### src/rtl/stereo_arb_pkg.sv
// Shared types for the stereo frame-pair capture arbiter.
package stereo_arb_pkg;

   typedef enum logic [1:0] {
      IDLE = 2'd0,
      CAPT = 2'd1,
      HOLD = 2'd2
   } top_state_e;

   typedef enum logic [1:0] {
      WAIT_SOF = 2'd0,
      ACTIVE   = 2'd1,
      DONE     = 2'd2
   } trk_state_e;

   localparam logic CAM_L = 1'b0;
   localparam logic CAM_R = 1'b1;

endpackage

### src/rtl/cam_frame_tracker.sv
// Per-camera frame position tracker: decides whether the current word lies inside the frame.
//
//   state    | meaning
//   ---------+----------------------------------------------------------
//   WAIT_SOF | frame not started; only a word carrying sof is writable
//   ACTIVE   | inside the frame; every word is writable
//   DONE     | eof word accepted; further words are discarded
module cam_frame_tracker
   import stereo_arb_pkg::*;
(
   input  logic       sysclk,
   input  logic       rst_n,
   input  logic       clear,
   input  logic       sof,
   input  logic       eof,
   output trk_state_e state,
   output logic       writable
);

   trk_state_e state_q, state_d;

   always_ff @(posedge sysclk or negedge rst_n) begin
      if (!rst_n) state_q <= WAIT_SOF;
      else        state_q <= state_d;
   end

   always_comb begin
      state_d = state_q;
      if (clear) begin
         state_d = WAIT_SOF;
      end else begin
         case (state_q)
            WAIT_SOF: if (sof) state_d = ACTIVE;
            ACTIVE:   if (eof) state_d = DONE;
            default:  state_d = state_q;
         endcase
      end
   end

   assign state    = state_q;
   assign writable = (state_q == ACTIVE) || ((state_q == WAIT_SOF) && sof);

endmodule

### src/rtl/stereo_wr_arbiter.sv
// Sequences one stereo snapshot and round-robins the left/right capture streams onto one RAM write port.
//
//   state | meaning
//   ------+------------------------------------------------------------
//   IDLE  | no snapshot in progress; all words discarded
//   CAPT  | capturing; trackers gate writes, timeout counter running
//   HOLD  | complete pair stored; RAM stable until pair_ack
module stereo_wr_arbiter
   import stereo_arb_pkg::*;
#(
   parameter int ADDR_W  = 16,
   parameter int DATA_W  = 3,
   parameter int TIMEOUT = 2000000
) (
   input  logic              sysclk,
   input  logic              rst_n,
   input  logic              start,
   input  logic              l_sof,
   input  logic              l_eof,
   input  logic              l_valid,
   output logic              l_ready,
   input  logic [ADDR_W-1:0] l_addr,
   input  logic [DATA_W-1:0] l_data,
   input  logic              r_sof,
   input  logic              r_eof,
   input  logic              r_valid,
   output logic              r_ready,
   input  logic [ADDR_W-1:0] r_addr,
   input  logic [DATA_W-1:0] r_data,
   output logic [ADDR_W:0]   wraddress,
   output logic [DATA_W-1:0] data,
   output logic              wren,
   output logic              pair_ready,
   input  logic              pair_ack,
   output logic              busy,
   output logic              timeout_err
);

   localparam int               CNT_W    = $clog2(TIMEOUT + 1);
   localparam logic [CNT_W-1:0] CNT_LAST = CNT_W'(TIMEOUT - 1);

   top_state_e        state_q, state_d;
   logic [CNT_W-1:0]  cnt_q, cnt_d;
   logic              tmo_q, tmo_d;
   logic              last_q;
   logic              wren_q;
   logic [ADDR_W:0]   wraddress_q;
   logic [DATA_W-1:0] data_q;

   trk_state_e l_state, r_state;
   logic       l_writable, r_writable;
   logic       in_capt, trk_clear, both_done;
   logic       l_req, r_req, gnt_l, gnt_r;

   assign in_capt   = (state_q == CAPT);
   assign trk_clear = (state_q == IDLE) && start;
   assign both_done = (l_state == DONE) && (r_state == DONE);

   // eof only closes the frame once its word (if any) is actually taken,
   // so a losing eof word is still written on a later cycle.
   cam_frame_tracker u_trk_l (
      .sysclk   (sysclk),
      .rst_n    (rst_n),
      .clear    (trk_clear),
      .sof      (l_sof && in_capt),
      .eof      (l_eof && in_capt && (!l_valid || l_ready)),
      .state    (l_state),
      .writable (l_writable)
   );

   cam_frame_tracker u_trk_r (
      .sysclk   (sysclk),
      .rst_n    (rst_n),
      .clear    (trk_clear),
      .sof      (r_sof && in_capt),
      .eof      (r_eof && in_capt && (!r_valid || r_ready)),
      .state    (r_state),
      .writable (r_writable)
   );

   assign l_req   = in_capt && l_writable && l_valid;
   assign r_req   = in_capt && r_writable && r_valid;
   assign gnt_l   = l_req && (!r_req || (last_q == CAM_R));
   assign gnt_r   = r_req && !gnt_l;
   assign l_ready = !l_req || gnt_l;
   assign r_ready = !r_req || gnt_r;

   always_comb begin
      state_d = state_q;
      cnt_d   = cnt_q;
      tmo_d   = 1'b0;
      case (state_q)
         IDLE: begin
            if (start) begin
               state_d = CAPT;
               cnt_d   = '0;
            end
         end
         CAPT: begin
            cnt_d = cnt_q + CNT_W'(1);
            if (both_done) begin
               state_d = HOLD;
            end else if (cnt_q == CNT_LAST) begin
               state_d = IDLE;
               tmo_d   = 1'b1;
            end
         end
         HOLD:    if (pair_ack) state_d = IDLE;
         default: state_d = IDLE;
      endcase
   end

   always_ff @(posedge sysclk or negedge rst_n) begin
      if (!rst_n) begin
         state_q <= IDLE;
         cnt_q   <= '0;
         tmo_q   <= 1'b0;
      end else begin
         state_q <= state_d;
         cnt_q   <= cnt_d;
         tmo_q   <= tmo_d;
      end
   end

   always_ff @(posedge sysclk or negedge rst_n) begin
      if (!rst_n) begin
         wren_q      <= 1'b0;
         wraddress_q <= '0;
         data_q      <= '0;
         last_q      <= CAM_R;
      end else begin
         wren_q <= gnt_l || gnt_r;
         if (gnt_l) begin
            wraddress_q <= {CAM_L, l_addr};
            data_q      <= l_data;
            last_q      <= CAM_L;
         end else if (gnt_r) begin
            wraddress_q <= {CAM_R, r_addr};
            data_q      <= r_data;
            last_q      <= CAM_R;
         end
      end
   end

   assign wren        = wren_q;
   assign wraddress   = wraddress_q;
   assign data        = data_q;
   assign timeout_err = tmo_q;
   assign busy        = (state_q != IDLE);
   assign pair_ready  = (state_q == HOLD);

endmodule
### config.mk
export PLATFORM = sky130hd
export DESIGN_NAME = stereo_wr_arbiter
export DESIGN_NICKNAME = d
export VERILOG_FILES = /design/src/rtl/stereo_arb_pkg.sv /design/src/rtl/cam_frame_tracker.sv /design/src/rtl/stereo_wr_arbiter.sv
export SDC_FILE = /design/constraint.sdc
export NUM_CORES = 1
export LEC_CHECK = 0
export CAP_MARGIN = 20
export CORE_UTILIZATION = 25
export CTS_CLUSTER_DIAMETER = 80
export DETAILED_ROUTE_END_ITERATION = 8
export PLACE_DENSITY = 0.56
export SLEW_MARGIN = 20
export SYNTH_ARGS = -nofsm -noshare
export SYNTH_HDL_FRONTEND = slang
export SYNTH_SLANG_ARGS = --single-unit
### constraint.sdc
create_clock -name sysclk -period 3 [get_ports sysclk]
set_clock_uncertainty 0.15 [all_clocks]
set_input_delay 0.45 -clock sysclk [delete_from_list [all_inputs] [get_ports sysclk]]
set_output_delay 0.45 -clock sysclk [all_outputs]
set_load 0.005 [all_outputs]
# --- Word level (Yosys, flattened, before mapping) ---
# Cells that the tools add are included.
classes:
  reduce_logical: 41
  n_addsub: 1
  n_eq_ne: 14
  muxes: 24
ops:
  columns: ["cell", "n"]
  rows:
  - ["$pmux W21 S2", 1]
  - ["$mux W17", 2]
  - ["$add A21 B1 Y21 const B", 1]
  - ["$eq A21 B21 Y1 const B", 1]
  - ["$mux W21", 1]
  - ["$mux W2", 10]
  - ["$logic_and A1 B1 Y1", 16]
  - ["$ne A3 B2 Y1 const B", 4]
  - ["$reduce_and A3 Y1", 3]
  - ["$logic_or A1 B1 Y1", 8]
  - ["$pmux W2 S2", 2]
  - ["$eq A2 B1 Y1 const B", 3]
  - ["$eq A2 B2 Y1 const B", 3]
  - ["$logic_not A2 Y1", 3]
  - ["$mux W3", 2]
  - ["$pmux W2 S3", 1]
  - ["$reduce_bool A2 Y1", 3]
  - ["$reduce_bool A3 Y1", 2]
  - ["$logic_not A1 Y1", 5]
  - ["$mux W1", 5]
  - ["$ne A3 B1 Y1 const B", 1]
  - ["$ne A2 B1 Y1 const B", 1]
  - ["$ne A2 B2 Y1 const B", 1]
  - ["$reduce_and A2 Y1", 1]
word_totals:
  reg_bits: 50
  wordCells: 89
  inputBits: 48
  output_inout_bits: 26

# --- Longest topological paths before layout ---
# Gate-level depths: netlist of run 1.
logic_depth:
  ltp_word: 17
  mapped_depth: 7
  ltp_nobuf: 5

# --- By module ---
# A second synthesis of run 1 with hierarchy kept.
unflattened:
  hier_cells: 258
  hier_area_um2: 2582.5
modules_own_cells:
  columns: ["mod", "cells_per_inst", "area_per_inst_um2", "instances", "seq_area_each_um2"]
  rows:
  - ["stereo_wr_arbiter", 238, 2389.8, 1, 1152.4]
  - ["cam_frame_tracker", 10, 96.3, 2, 50.0]

# --- Worst setup path before layout of run 1 ---
# OpenSTA, ideal clock, no wires.
synth_timing:
  path_kind: "reg-to-reg"
  from: "reg state_q[1]"
  to: "reg data_q[2], in the netlist data[2]"
  setup_time_ns: 0.126
  t_arrival_ns: 1.571
  path_slack_ns: 1.153
  path_stages_with_launch: 6
  path_buffers: 1
  required_ns: 2.724
  synth_period_minus_slack_ns: 1.847
  path_cell_list: "dfrtp_1 nand4bb_1 or2_1 o21a_1 buf_2 a221o_1"
synth_between:
  elab_chain_cells: 12
  elab_cells_between_ends: 18
  classes_between: "eq/ne (1); mux (1); reduce/logical (16)"
synth_rtl:
  columns: ["item", "line_no", "rtl"]
  rows:
  - ["start, declared", "stereo_wr_arbiter.sv:42", "top_state_e state_q, state_d;"]
  - ["start signal, assigned", "stereo_wr_arbiter.sv:119", "state_q <= state_d;"]
  - ["$eq A2 B1 Y1 (*)", "stereo_wr_arbiter.sv:55", "assign in_capt = (state_q == CAPT);"]
  - ["$logic_and A1 B1 Y1", "stereo_wr_arbiter.sv:75", ".sof (r_sof && in_capt),"]
  - ["$logic_and A1 B1 Y1", "cam_frame_tracker.sv:41", "assign writable = (state_q == ACTIVE) || ((state_q == WAIT_SOF) && sof);"]
  - ["$logic_or A1 B1 Y1", "cam_frame_tracker.sv:41", null]
  - ["$logic_and A1 B1 Y1 (2 in series)", "stereo_wr_arbiter.sv:82", "assign r_req = in_capt && r_writable && r_valid;"]
  - ["$logic_not A1 Y1", "stereo_wr_arbiter.sv:83", "assign gnt_l = l_req && (!r_req || (last_q == CAM_R));"]
  - ["$logic_or A1 B1 Y1", "stereo_wr_arbiter.sv:83", null]
  - ["$logic_and A1 B1 Y1", "stereo_wr_arbiter.sv:83", null]
  - ["$logic_not A1 Y1", "stereo_wr_arbiter.sv:84", "assign gnt_r = r_req && !gnt_l;"]
  - ["$logic_and A1 B1 Y1", "stereo_wr_arbiter.sv:84", null]
  - ["$reduce_bool A2 Y1 (no source line)", null, null]
  - ["end signal, assigned", "stereo_wr_arbiter.sv:135", "data_q <= l_data;"]
  - ["end signal, assigned", "stereo_wr_arbiter.sv:139", "data_q <= r_data;"]
  - ["end, declared", "stereo_wr_arbiter.sv:48", "logic [DATA_W-1:0] data_q;"]
# Mark *: on every way between the ends. The rest lies on a longest branch, timed or not.
# A chain may end at the register's enable or synchronous reset.

# --- Final worst setup path of run 1 ---
layout_timing:
  from: "in l_valid"
  to: "out l_ready"
layout_between:
  elab_chain_cells: 3
  elab_cells_between_ends: 4
  classes_between: "reduce/logical (4)"
layout_rtl:
  columns: ["item", "line_no", "rtl"]
  rows:
  - ["start, declared", "stereo_wr_arbiter.sv:20", "input logic l_valid,"]
  - ["$logic_and A1 B1 Y1 (*)", "stereo_wr_arbiter.sv:81", "assign l_req = in_capt && l_writable && l_valid;"]
  - ["$logic_not A1 Y1 or $logic_and A1 B1 Y1 (tied branches)", "stereo_wr_arbiter.sv:85, stereo_wr_arbiter.sv:83", null]
  - ["$logic_or A1 B1 Y1 (*)", "stereo_wr_arbiter.sv:85", "assign l_ready = !l_req || gnt_l;"]
  - ["end, declared", "stereo_wr_arbiter.sv:21", "output logic l_ready,"]
# Marked as above.

==> results of run 1 <==
-- worst max path at each step --
| stage | from | end | cells past startpoint |
|---|---|---|---|
| final | l_valid | l_ready | 5 |
| after CTS | l_valid | l_ready | 5 |
| after global routing | state_q[1] | l_ready | 4 |
| after floorplan | state_q[1] | data[2] | 5 |
| after detailed placement | l_valid | l_ready | 5 |
| after global placement | l_valid | l_ready | 5 |
-- synth_stat cells, drive strengths merged (2+ instances only) --
cell,count,area [um2]
o21ai,13,65.1
a221o,19,190
nand2b,3,18.8
a21oi,9,48.8
a41oi,2,17.5
nand4,5,31.3
clkbuf,12,46.3
or2,2,12.5
a22o,3,26.3
buf,5,27.5
nand3,15,80.1
mux2i,2,20.0
o31ai,5,37.5
nor3,3,15.0
or4,4,37.5
inv,21,78.8
nor2,30,113
nor4b,3,26.3
nor4,3,18.8
o311ai,4,35.0
o22ai,2,12.5
and3,5,32.5
a31oi,5,31.3
and2,2,12.5
nand2,23,86.3
nand4bb,2,22.5
o21ba,2,20.0
dfrtp,49,1230
o211ai,2,15.0
nor2b,2,12.5
-- per-stage QoR --
| step | cells | utilization | setup WS, ns | hold slack [ns] | cell area (um2) |
|---|---|---|---|---|---|
| after floorplan | 270 | - | 1.15 | 0.00441 | 2550 |
| after global placement | 464 | 0.347 | 0.187 | 0.264 | 3410 |
| after detailed placement | 464 | 0.347 | 0.209 | 0.271 | 3410 |
| after CTS | 473 | 0.360 | 0.207 | 0.366 | 3540 |
| after global routing | 473 | 0.360 | 0.0276 | 0.391 | 3540 |
| final | 473 | 0.360 | 0.208 | 0.360 | 3540 |
-- power by group through the flow --
stage	combinational (mW)	sequential (mW)	clock, mW
final	1.26	1.12	0.514
after floorplan	0.743	1.07	0
after detailed placement	1.27	1.13	0
after global routing	1.40	1.16	0.564
after global placement	1.25	1.13	0
after CTS	1.27	1.12	0.537
-- routing by layer --
metal	wire (um)	vias up	global-route usage
met2	3080	94	0.214
met5	0	-	0
met3	697	2	0.0637
li1	-	1129	-
met4	29	0	0.0358
met1	3110	1091	0.183
-- worst reg2reg max path, cell delays in order (launching register included) --
cell and delay [ns]:
sky130_fd_sc_hd__dfrtp_1 0.45, sky130_fd_sc_hd__nand4bb_1 0.25, sky130_fd_sc_hd__or2_1 0.31, sky130_fd_sc_hd__a21oi_2 0.69, sky130_fd_sc_hd__a221o_1 0.29
-- logic make-up (layout without fill, tap and decap cells) --
| kind of cell | count (synthesis) | after routing |
|---|---|---|
| xor gates and xnor gates | 1 | 1 |
| AOI/OAI and AO/OA | 75 | 75 |
| buffers and inverters | 38 | 108 |
| and+or+nand+nor | 103 | 103 |
| muxes | 2 | 2 |
| DFF | 50 | 50 |
| adders and majority gates | 1 | 1 |
-- flip-flops by register name (all words and copies together) (netlist names) --
name / count
wraddress: 17
u_trk_l.state: 2
wren: 1
u_trk_r.state: 2
state_q: 2
data: 3
timeout_err: 1
cnt_q: 21
last_q: 1
-- layout make-up --
type / count / area [um2] / share of cell area
Clock buffer: 6 / 82.6 / 0.0233
Clock inverter: 2 / 38.8 / 0.0110
Inverter: 21 / 78.8 / 0.0223
Multi-Input combinational cell: 182 / 1140 / 0.324
Sequential cell: 50 / 1250 / 0.354
Tap cell: 133 / 166 / 0.0470
Timing Repair Buffer: 79 / 773 / 0.219
-- what timing repair did --
action / CTS / global route
hold endpoints to repair: 17 / 0
resized for setup: 0 / 0
hold buffers: 1 / 0
==> metrics.txt, run 1 <==
# TYPE chip_impl_metric gauge
chip_impl_metric{name="netSwitchingPower",unit="mW"} 1.04
chip_impl_metric{name="die_x",unit="um"} 103
chip_impl_metric{name="postRouteAntennaNets",unit=""} 0
chip_impl_metric{name="design.portCount",unit=""} 74
chip_impl_metric{name="reg2reg_setup_slack",unit="ns"} 0.80
chip_impl_metric{name="routedWlPerCell",unit="um"} 14.6
chip_impl_metric{name="grt_max_degree",unit=""} 34
chip_impl_metric{name="hold-path-cell-count",unit=""} 1
chip_impl_metric{name="drt_first_iter_violations",unit=""} 132
chip_impl_metric{name="synth_cell_types",unit=""} 51
chip_impl_metric{name="clock_latency_of_the_later_clocked_register_in_the_worst_skew_pair",unit="ns"} 0.30
chip_impl_metric{name="switching_share",unit=""} 0.361
chip_impl_metric{name="antenna_found_initial",unit=""} 0
chip_impl_metric{name="cts.sink_count",unit=""} 50
chip_impl_metric{name="synth-compound-area-share",unit=""} 0.225
chip_impl_metric{name="drt-vias-per-instance",unit=""} 4.90
chip_impl_metric{name="min_period_over_period",unit=""} 0.931
chip_impl_metric{name="fp-row-count",unit=""} 36
chip_impl_metric{name="path_buf_inv",unit=""} 2
chip_impl_metric{name="drtPass1Iterations",unit=""} 4
chip_impl_info{name="cts_tree",value="yes"} 1
chip_impl_info{name="crit_type",value="in2out"} 1
chip_impl_metric{name="fillCellCount",unit=""} 1042
chip_impl_info{name="whs_endpoint",value="cnt_q[19]"} 1
chip_impl_metric{name="ys_seq_elements",unit=""} 50
chip_impl_metric{name="chip_height",unit="um"} 103
chip_impl_metric{name="cts_setup_buffers",unit=""} 0
chip_impl_metric{name="globalplace.congestion",unit=""} 0.842
chip_impl_metric{name="synth-edff-count",unit=""} 0
chip_impl_info{name="cpLargestDelayFamily",value="buffers and inverters"} 1
chip_impl_metric{name="power_density",unit="nW/um2"} 818
chip_impl_metric{name="syn_area_per_cell",unit="um2"} 9.44
chip_impl_metric{name="area.growth.synth_to_final",unit="%"} 38.7
chip_impl_metric{name="syn-num-nets",unit=""} 319
chip_impl_metric{name="first_global_vias",unit=""} 2270
chip_impl_metric{name="hold_viol",unit=""} 0
chip_impl_metric{name="post_synth_xor_area_fraction",unit=""} 0.00343
chip_impl_metric{name="worst-r2r-cell-count",unit=""} 4
chip_impl_metric{name="min_period",unit="ns"} 2.79
chip_impl_metric{name="postSynthCellCount",unit=""} 270
chip_impl_metric{name="cts_inserted_buffers",unit=""} 5
chip_impl_metric{name="route.vias.total",unit=""} 2316
chip_impl_info{name="timing.critical_path.to_type",value="output pin"} 1
chip_impl_metric{name="worst_slew_margin_rel",unit=""} 0.384
chip_impl_info{name="regToRegEndpoint",value="wraddress[1]"} 1
chip_impl_metric{name="worstPathArrival",unit="ns"} 2.19
chip_impl_info{name="library_cell_contributing_the_largest_single_delay_on_the_critical_path",value="sky130_fd_sc_hd__nor4_1"} 1
chip_impl_metric{name="synth-async-reset-ratio",unit=""} 1.00
chip_impl_metric{name="maxClockFrequency",unit="MHz"} 358
chip_impl_info{name="commonest_cells_after_routing_fill_and_taps_aside",value="sky130_fd_sc_hd__clkdlybuf4s50_1 (72), sky130_fd_sc_hd__dfrtp_1 (49), sky130_fd_sc_hd__nor2_1 (30)"} 1
chip_impl_metric{name="p_seq_frac",unit=""} 0.389
chip_impl_info{name="hp-class",value="reg2reg"} 1
chip_impl_metric{name="setup_viol",unit=""} 0
chip_impl_metric{name="post_synth_fa_ha_maj_area_fraction",unit=""} 0.00491
chip_impl_metric{name="path_clk_slew",unit="ns"} 0.10
chip_impl_metric{name="diodes",unit=""} 0
chip_impl_info{name="main_combinational_cell_family_by_area_after_synthesis",value="compound AO/OA/AOI/OAI gates"} 1
chip_impl_metric{name="grt_remaining_overflow",unit=""} 0
chip_impl_metric{name="fin_nets",unit=""} 388
chip_impl_metric{name="max-vdd-ir-drop",unit="mV"} 0.323
chip_impl_metric{name="cts.htree.levels",unit=""} 2
chip_impl_metric{name="seq_area_frac_synth",unit=""} 0.491
chip_impl_info{name="predominant_post_synthesis_flop_cell",value="sky130_fd_sc_hd__dfrtp_1"} 1
chip_impl_info{name="result_of_the_run",value="finished, final reports clean"} 1
chip_impl_metric{name="dieArea",unit="um2"} 10600
chip_impl_metric{name="share_clk_of_total_power",unit=""} 0.178
chip_impl_metric{name="post_route_cells_drive_above_1_share",unit=""} 0.0706
chip_impl_info{name="layout_commonest_cell",value="sky130_fd_sc_hd__clkdlybuf4s50_1"} 1
chip_impl_metric{name="crit_path_max_fanout",unit=""} 3
chip_impl_info{name="cts_root_buf",value="sky130_fd_sc_hd__clkbuf_8"} 1
chip_impl_metric{name="initial_utilization",unit=""} 0.260
chip_impl_metric{name="drt_wl_total",unit="mm"} 6.92
chip_impl_info{name="r2r_start",value="state_q[1]"} 1
chip_impl_info{name="rsz0062_at_grt",value="no"} 1
chip_impl_metric{name="worstMarginPinSlew",unit="ns"} 0.924
chip_impl_metric{name="intPower",unit="mW"} 1.85
chip_impl_metric{name="place.port_buffers",unit=""} 73
chip_impl_metric{name="grt_pass1_wl",unit="mm"} 11.5
chip_impl_info{name="cell_chain_of_the_critical_path",value="clkdlybuf4s50_1 -> nand4bb_1 -> nor4_1 -> nand2b_1 -> clkdlybuf4s50_1"} 1
chip_impl_metric{name="synth-simple-area-share",unit=""} 0.208
chip_impl_metric{name="synth_area",unit="um2"} 2550
chip_impl_metric{name="post_synth_mux_area_share",unit=""} 0.00785
chip_impl_metric{name="totalNegativeSetupSlack",unit="ns"} 0
chip_impl_metric{name="cp.required",unit="ns"} 2.40
chip_impl_metric{name="core_area",unit="um2"} 9820
chip_impl_metric{name="dp_hpwl",unit="mm"} 4.95
chip_impl_metric{name="gr_util_all_layers",unit=""} 0.141
chip_impl_metric{name="slew_viol_final",unit=""} 0
chip_impl_metric{name="clk_path_buf_depth",unit=""} 2
chip_impl_metric{name="synthesis.yosys.warnings",unit=""} 0
chip_impl_info{name="cell_mode_on_critical_path",value="sky130_fd_sc_hd__clkdlybuf4s50_1"} 1
chip_impl_metric{name="cap_violations",unit=""} 0
chip_impl_metric{name="power.share.combinational",unit=""} 0.434
chip_impl_metric{name="design_power_total",unit="mW"} 2.89
chip_impl_info{name="setup.worst_path.start_class",value="input port"} 1
chip_impl_metric{name="p_leak",unit="nW"} 1.45
chip_impl_metric{name="crit_path_max_incr_delay",unit="ns"} 0.50
chip_impl_metric{name="post-route-drc-count",unit=""} 0
chip_impl_info{name="hold_path_startpoint",value="cnt_q[19]"} 1
Power figures use the tool's default switching activity.
==> run 2, diff against run 1 <==
- CORE_MARGIN: unset -> 2
- clock period: 3 -> 2.85 ns (I/O delays scaled with it)
==> metrics.txt, run 2 (synthesis gave the netlist of run 1 again) <==
# TYPE chip_impl_metric gauge
chip_impl_info{name="result_of_the_run",value="finished, final reports clean"} 1
chip_impl_metric{name="p_leak",unit="nW"} 1.44
chip_impl_metric{name="cts.htree.levels",unit=""} 2
chip_impl_info{name="cell_chain_of_the_critical_path",value="nand4bb_1 -> nor4_2 -> nand2b_1 -> clkdlybuf4s50_1"} 1
chip_impl_metric{name="worst_slew_margin_rel",unit=""} 0.403
chip_impl_metric{name="drt_wl_total",unit="mm"} 7.09
chip_impl_metric{name="routedWlPerCell",unit="um"} 14.9
chip_impl_metric{name="crit_path_max_incr_delay",unit="ns"} 0.47
chip_impl_metric{name="clock_latency_of_the_later_clocked_register_in_the_worst_skew_pair",unit="ns"} 0.31
chip_impl_info{name="setup.worst_path.start_class",value="flip-flop"} 1
chip_impl_metric{name="path_clk_slew",unit="ns"} 0.10
chip_impl_metric{name="fp-row-count",unit=""} 36
chip_impl_metric{name="area.growth.synth_to_final",unit="%"} 37.7
chip_impl_metric{name="dp_hpwl",unit="mm"} 5.10
chip_impl_metric{name="cts.sink_count",unit=""} 50
chip_impl_metric{name="drt-vias-per-instance",unit=""} 5.00
chip_impl_info{name="crit_type",value="reg2out"} 1
chip_impl_metric{name="setup_viol",unit=""} 0
chip_impl_info{name="timing.critical_path.to_type",value="output pin"} 1
chip_impl_info{name="layout_commonest_cell",value="sky130_fd_sc_hd__clkdlybuf4s50_1"} 1
chip_impl_metric{name="finalCoreUtilization",unit=""} 0.358
chip_impl_metric{name="power_density",unit="nW/um2"} 840
chip_impl_metric{name="final_critical_path_setup_slack",unit="ns"} 0.212
chip_impl_metric{name="route.vias.total",unit=""} 2372
chip_impl_metric{name="maxClockFrequency",unit="MHz"} 379
chip_impl_metric{name="cts-resized-gates",unit=""} 0
chip_impl_metric{name="diodes",unit=""} 0
chip_impl_metric{name="drtPass1Iterations",unit=""} 4
chip_impl_info{name="cts_root_buf",value="sky130_fd_sc_hd__clkbuf_8"} 1
chip_impl_metric{name="die_x",unit="um"} 105
chip_impl_metric{name="min_period_over_period",unit=""} 0.925
chip_impl_metric{name="fillCellCount",unit=""} 1046
chip_impl_metric{name="dieArea",unit="um2"} 11000
chip_impl_metric{name="core_area",unit="um2"} 9820
chip_impl_metric{name="min_period",unit="ns"} 2.64
chip_impl_metric{name="slew_viol_final",unit=""} 0
chip_impl_metric{name="path_buf_inv",unit=""} 1
chip_impl_info{name="commonest_cells_after_routing_fill_and_taps_aside",value="sky130_fd_sc_hd__clkdlybuf4s50_1 (72), sky130_fd_sc_hd__dfrtp_1 (49), sky130_fd_sc_hd__nor2_1 (30)"} 1
chip_impl_metric{name="largest_register_ffs",unit=""} 21
chip_impl_metric{name="place.port_buffers",unit=""} 73
chip_impl_metric{name="clk_path_buf_depth",unit=""} 2
chip_impl_metric{name="max-vdd-ir-drop",unit="mV"} 0.398
chip_impl_metric{name="post-route-drc-count",unit=""} 0
chip_impl_metric{name="globalplace.congestion",unit=""} 0.831
chip_impl_metric{name="postCtsHoldBufs",unit=""} 0
chip_impl_metric{name="cts_setup_buffers",unit=""} 0
chip_impl_metric{name="initial_utilization",unit=""} 0.260
chip_impl_metric{name="worstPathArrival",unit="ns"} 2.06
chip_impl_info{name="largest-register",value="cnt_q"} 1
chip_impl_metric{name="cts_inserted_buffers",unit=""} 5
chip_impl_metric{name="postRouteAntennaNets",unit=""} 0
chip_impl_metric{name="chip_height",unit="um"} 105
chip_impl_metric{name="detailedPlace.worstSlack",unit="ns"} 0.155
chip_impl_metric{name="grt_remaining_overflow",unit=""} 0
chip_impl_metric{name="drt_first_iter_violations",unit=""} 64
chip_impl_metric{name="fin_nets",unit=""} 389
chip_impl_metric{name="worstMarginPinSlew",unit="ns"} 0.896
chip_impl_info{name="hp-class",value="in2async"} 1
chip_impl_metric{name="design.portCount",unit=""} 74
chip_impl_metric{name="hold_viol",unit=""} 0
chip_impl_info{name="rsz0062_at_grt",value="no"} 1
chip_impl_metric{name="grt_max_degree",unit=""} 30
chip_impl_metric{name="cp.required",unit="ns"} 2.27
chip_impl_metric{name="post_route_cells_drive_above_1_share",unit=""} 0.0733
chip_impl_metric{name="design_power_total",unit="mW"} 2.95
chip_impl_info{name="cpLargestDelayFamily",value="simple AND/OR/NAND/NOR gates"} 1
chip_impl_metric{name="first_global_vias",unit=""} 2298
chip_impl_info{name="cts_tree",value="yes"} 1
chip_impl_metric{name="gr_util_all_layers",unit=""} 0.127
chip_impl_metric{name="crit_path_max_fanout",unit=""} 8
chip_impl_metric{name="totalNegativeSetupSlack",unit="ns"} 0
chip_impl_metric{name="grt_pass1_wl",unit="mm"} 11.4
chip_impl_info{name="library_cell_contributing_the_largest_single_delay_on_the_critical_path",value="sky130_fd_sc_hd__dfrtp_1"} 1
chip_impl_metric{name="antenna_found_initial",unit=""} 0
chip_impl_metric{name="cap_violations",unit=""} 0
[run 2: changes by cell type in the layout (fill, tap and decap cells not counted)]
cell and delta:
sky130_fd_sc_hd__clkbuf_1 +2, sky130_fd_sc_hd__buf_4 +2, sky130_fd_sc_hd__bufinv_16 -1, sky130_fd_sc_hd__clkinvlp_4 +1
sky130_fd_sc_hd__nor4_1 -1, sky130_fd_sc_hd__dlygate4sd3_1 -1, sky130_fd_sc_hd__clkbuf_8 -1, sky130_fd_sc_hd__inv_6 -1
sky130_fd_sc_hd__nor4_2 +1
[run 2: through the flow]
step                cell area [um2]  cells  hold slack, ns
finish                         3510    474         0.00348
global route                   3510    474          0.0634
CTS                            3500    474          0.0299
detailed placement             3420    466           0.350
global placement               3420    466           0.356
floorplan                      2550    270         -0.0181
[run 2: area by class of cell]
type	instances	area, um2	area share
Multi-Input combinational cell	182	1150	0.328
Tap cell	133	166	0.0474
Sequential cell	50	1250	0.357
Clock buffer	7	76.3	0.0217
Timing Repair Buffer	80	778	0.222
Inverter	21	78.8	0.0225
Clock inverter	1	7.51	0.00214
[run 2: worst register-to-register path, delay by kind of cell, from the launching register on]
| kind | cells | cell delay (ns) |
|---|---|---|
| flip-flops | 1 | 0.47 |
| AO/OA/AOI/OAI | 2 | 0.96 |
| AND/OR/NAND/NOR | 2 | 0.61 |
[run 2: power breakdown]
part	internal, mW	total, mW	switching [mW]
Sequential	0.957	1.19	0.232
Clock	0.175	0.421	0.247
Combinational	0.711	1.34	0.628
[run 2: path summary, 6_finish.rpt]
path | slack (ns) | cells past startpoint | from | endpoint
max in group asynchronous | 1.91 | 2 | rst_n | cnt_q[0]
worst min-delay path | 0.003 | 1 | rst_n | cnt_q[6]
min in group sysclk | 0.37 | 1 | cnt_q[19] | cnt_q[19]
worst max register to register | 0.61 | 4 | state_q[1] | wraddress[1]
worst min register to register | 0.37 | 1 | cnt_q[19] | cnt_q[19]
worst max-delay path | 0.21 | 4 | state_q[1] | l_ready
[run 2: routing by layer]
metal | track usage | vias up | routed length [um]
li1 | - | 1131 | -
met1 | 0.168 | 1138 | 3200
met2 | 0.188 | 97 | 3060
met3 | 0.0568 | 6 | 744
met4 | 0.0333 | 0 | 74
met5 | 0 | - | 0
==> run 3, diff against run 2 <==
- ABC_CLOCK_PERIOD_IN_PS: unset -> 2850
==> results of run 3 <==
No change in the layout: final DEF, timing and power equal those of run 2.
